==> src/rtl/inv_mix_column.sv <==
// AES InvMixColumns over a full 128-bit state, one column per cycle through a
// single shared column datapath, with a valid/ready handshake on both sides.
module inv_mix_column (
   input  logic         clk,
   input  logic         rst,
   input  logic         in_valid,
   output logic         in_ready,
   input  logic [127:0] data_in,
   output logic         out_valid,
   input  logic         out_ready,
   output logic [127:0] data_out,
   output logic         busy
);

   typedef enum logic [1:0] {
      IDLE = 2'd0,
      CALC = 2'd1,
      DONE = 2'd2
   } state_t;

   state_t       state;
   state_t       state_nxt;
   logic [1:0]   col;
   logic [127:0] work;
   logic [31:0]  col_in;
   logic [31:0]  col_out;
   logic         load;
   logic         step;

   // Multiply by 02 in GF(2^8) modulo x^8 + x^4 + x^3 + x + 1.
   function automatic logic [7:0] xtime(input logic [7:0] d);
      return {d[6:0], 1'b0} ^ (d[7] ? 8'h1b : 8'h00);
   endfunction

   function automatic logic [31:0] inv_col(input logic [31:0] c);
      logic [3:0][7:0] a;
      logic [3:0][7:0] m9;
      logic [3:0][7:0] mb;
      logic [3:0][7:0] md;
      logic [3:0][7:0] me;
      logic [7:0]      x2;
      logic [7:0]      x4;
      logic [7:0]      x8;
      logic [3:0][7:0] b;
      a = c;
      for (int i = 0; i < 4; i++) begin
         x2    = xtime(a[i]);
         x4    = xtime(x2);
         x8    = xtime(x4);
         m9[i] = x8 ^ a[i];
         mb[i] = x8 ^ x2 ^ a[i];
         md[i] = x8 ^ x4 ^ a[i];
         me[i] = x8 ^ x4 ^ x2;
      end
      b[0] = me[0] ^ mb[1] ^ md[2] ^ m9[3];
      b[1] = m9[0] ^ me[1] ^ mb[2] ^ md[3];
      b[2] = md[0] ^ m9[1] ^ me[2] ^ mb[3];
      b[3] = mb[0] ^ md[1] ^ m9[2] ^ me[3];
      return b;
   endfunction

   assign col_in  = work[{col, 5'b0} +: 32];
   assign col_out = inv_col(col_in);

   always_comb begin
      // NOTE: every output of this block gets a default first so no path can
      // leave it unassigned and infer a latch.
      state_nxt = state;
      load      = 1'b0;
      step      = 1'b0;
      unique case (state)
         IDLE: begin
            if (in_valid) begin
               load      = 1'b1;
               state_nxt = CALC;
            end
         end
         CALC: begin
            step = 1'b1;
            if (col == 2'd3) state_nxt = DONE;
         end
         DONE: begin
            if (out_ready) state_nxt = IDLE;
         end
         default: state_nxt = IDLE;
      endcase
   end

   // The working register is cleared on reset so an aborted operation leaves
   // nothing visible on data_out.
   always_ff @(posedge clk or negedge rst) begin
      if (!rst) begin
         state <= IDLE;
         col   <= 2'd0;
         work  <= '0;
      end else begin
         // NOTE: non-blocking assignments so every register samples pre-edge
         // values regardless of statement order.
         state <= state_nxt;
         if (load) begin
            work <= data_in;
            col  <= 2'd0;
         end else if (step) begin
            work[{col, 5'b0} +: 32] <= col_out;
            col                     <= col + 2'd1;
         end
      end
   end

   assign in_ready  = (state == IDLE);
   assign out_valid = (state == DONE);
   assign busy      = (state != IDLE);
   assign data_out  = work;

endmodule

==> config.mk <==
export PLATFORM = sky130hd
export DESIGN_NAME = inv_mix_column
export DESIGN_NICKNAME = d
export VERILOG_FILES = /design/src/rtl/inv_mix_column.sv
export SDC_FILE = /design/constraint.sdc
export NUM_CORES = 1
export LEC_CHECK = 0
export CAP_MARGIN = 20
export CORE_MARGIN = 1.5
export CORE_UTILIZATION = 60
export CTS_CLUSTER_DIAMETER = 100
export DETAILED_ROUTE_END_ITERATION = 6
export DONT_BUFFER_PORTS = 1
export GPL_ROUTABILITY_DRIVEN = 0
export GPL_TIMING_DRIVEN = 0
export PLACE_DENSITY = 0.74
export SLEW_MARGIN = 10
export SYNTH_ARGS = -nofsm -noshare
export SYNTH_HDL_FRONTEND = slang
export SYNTH_SLANG_ARGS = --single-unit
export TNS_END_PERCENT = 1
==> constraint.sdc <==
create_clock -name clk -period 3.3 [get_ports clk]
set_input_delay 0.99 -clock clk [delete_from_list [all_inputs] [get_ports clk]]
set_output_delay 0.99 -clock clk [all_outputs]
set_load 0.005 [all_outputs]
==> metrics.cfg <==
[final_layout]
drive_gt1_frac = 0.1924
final_cell_mix = dfrtp_1 (131), a22oi_1 (128), o21ai_0 (92)
fin_util = 0.6983
nNetsFinal = 862
num_antenna_cells = 0
final_common_cell = dfrtp_1
finalNonFillerCells = 918
stdcell_area_sq_mm = 0.009618
area_growth_pct = 14.54

[yosys]
synth.area.mux_share = 0.09298
synthAdderAreaFrac = 0.007450
synth-async-reset-ratio = 1.000
yosysUniqueCellTypes = 34
yosysWarnings = 0
postSynthNetCount = 826
synth_edf_count = 0
synth_xor_area_frac = 0.2640
synth_seq_area_share = 0.3934
synth_compound_area_frac = 0.1962
dominantRegCellSynth = dfrtp_1
synth_area_sq_mm = 0.008397
synth_seq_cells = 132
avgSynthCellArea_sq_um = 12.19
synth_top_area_cell = dfrtp_1
yosys.area.top_type_share = 0.3934
synth_top_family_by_area = XOR/XNOR gates
synth_area_leaders = dfrtp_1 (39%), a22oi_1 (11%), xnor2_1 (11%)
synth_cells = 689
synth-simple-area-share = 0.008941

[placed_design]
dp.cells = 869
placed_area_sq_mm = 0.008622
io_buffers = 0
place_hpwl_um = 20630
dpl_worst_slack_ps = -441.5

[grt]
grt_pass1_vias = 6852
grt_max_degree = 133
met2_usage = 0.6317
overflow = 0
grt_antenna_before_repair = 0
grt_first_pass_wirelength_um = 42660
grtUsageMet3 = 0.1236
top_usage_layer = met2
use_met1 = 0.5223
grt.total_usage = 0.4049

[flow_run]
maxCapViolCount = 0

[die]
initial_core_util = 0.6096
die_area_sq_mm = 0.01471
die_x_um = 121.3
boundaryPins = 263
die_h_um = 121.3
core_area_sq_mm = 0.01377
rows = 43

[setup_path]
end_kind = flip-flop
critPathRequiredTime_ps = 3640
crit_path_start_kind = flip-flop
crit_type = flip-flop to flip-flop
crit_path_max_fanout = 10
cp.arrival_ps = 3610
reg2reg_depth = 7

[clock_tree]
htree_levels = 4
cts_inserted_buffers = 17
clk_latency_ps = 440
cts.clk_slew.worst_paths_ps = 60
cts_tree = built
clkSinkCount = 132
cts.path.max_buffers = 2
holdBufCountCts = 0
cts_root_buf = clkbuf_16

[sta]
setup_viol = 0
relSlewSlack = 0.4089
setup_slack_ps = 33.69
worst_pin_slew_ps = 886.7
hold_viol = 0
final_max_slew_viol_count = 0
rsz0062_at_grt = yes
period_share = 0.9898
fin_worst_skew_ps = 8.812
fmax_mhz = 306.2
min_period_ps = 3266

[detailed_routing]
routedWlPerCell_um = 32.14
drt_wl_total_um = 29510
ant_nets = 0
viasPerCell = 7.345
route.detailed.drc = 0
vias = 6743
drt-initial-drc-count = 793
dr.pass1.iters = 5

[run_status]
outcome = finished clean

[min_path]
min_path_type = primary input to asynchronous set/reset pin

## cell type report
class / count / area, sq um
clock inverter: 13 / 123.9
fill: 986 / 4155
inverter: 4 / 15.01
clock buffer: 19 / 452.9
multi-input combinational: 496 / 5030
timing repair buffer: 17 / 127.6
buffer: 57 / 339.1
sequential: 132 / 3304
tap: 180 / 225.2
## synthesized netlist by cell type, types with 3 or more instances
cell type  instances
xnor2_4            3
xor2_1            28
nor2_1             3
xnor3_1           21
dfrtp_1          132
clkbuf_1          39
xnor3_2            6
o21ai_1           36
inv_1              4
o21ai_0           94
mux4_1            16
xnor2_2           16
a22oi_1          128
xor3_1             3
ha_1               5
buf_12             3
mux4_2            16
buf_2             11
xnor2_1          101
a21oi_1            4
## stage by stage
step / TNS [ps] / hold slack [ps]
after floorplan: 0 / 510.6
after global placement: -13620 / 536.1
after detailed placement: -17670 / 547.2
after CTS: -241.4 / 240.9
after global routing: -596.5 / 243.0
final: 0 / 246.5
## path summary, 6_finish.rpt
| path | from | to | slack, ps |
|---|---|---|---|
| min in group clk | data_out[39]$_DFFE_PN0P_ | data_out[39]$_DFFE_PN0P_ | 560 |
| worst min register to register | data_out[39]$_DFFE_PN0P_ | data_out[39]$_DFFE_PN0P_ | 560 |
| worst min-delay path | rst | data_out[111]$_DFFE_PN0P_ | 250 |
| worst max-delay path | col[0]$_DFFE_PN0P_ | data_out[3]$_DFFE_PN0P_ | 30 |
| worst max register to register | col[0]$_DFFE_PN0P_ | data_out[3]$_DFFE_PN0P_ | 30 |
| max in group asynchronous | rst | data_out[116]$_DFFE_PN0P_ | 2650 |
## sequential cells by signal, indices dropped and copies added (netlist names)
name / count
state: 2
col: 2
data_out: 128
## logic make-up (layout without fill, tap and decap cells)
logic type / Yosys count / in the layout
xor+xnor: 181 / 181
fa+ha+maj: 5 / 5
flops: 132 / 132
simple gates: 14 / 14
mux: 32 / 32
buf+inv: 61 / 110
compound gates: 264 / 264
## routing by layer
layer	wire length [um]	vias to the layer above
met5	0	-
met2	14130	557
met1	10710	3418
met4	1285	0
met3	3377	109
li1	-	2659
## worst max-delay path, cell delays in order, from the launching register on
cell	delay, ps
dfrtp_2	410
buf_12	180
buf_16	180
mux4_1	800
xnor2_4	320
xnor3_1	540
xnor3_2	510
o21ai_0	220
## what timing repair did
| action | CTS | global route |
|---|---|---|
| buffers inserted | 6 | 11 |
| pin swaps | 7 | 8 |
| resized for setup | 32 | 21 |
| hold endpoints to repair | 0 | 0 |
| endpoints found under the setup margin | 104 | 99 |
Power is left out: the tool's default activity adds up to more than one toggle a clock period on the data nets, which glitch-free logic cannot reach.
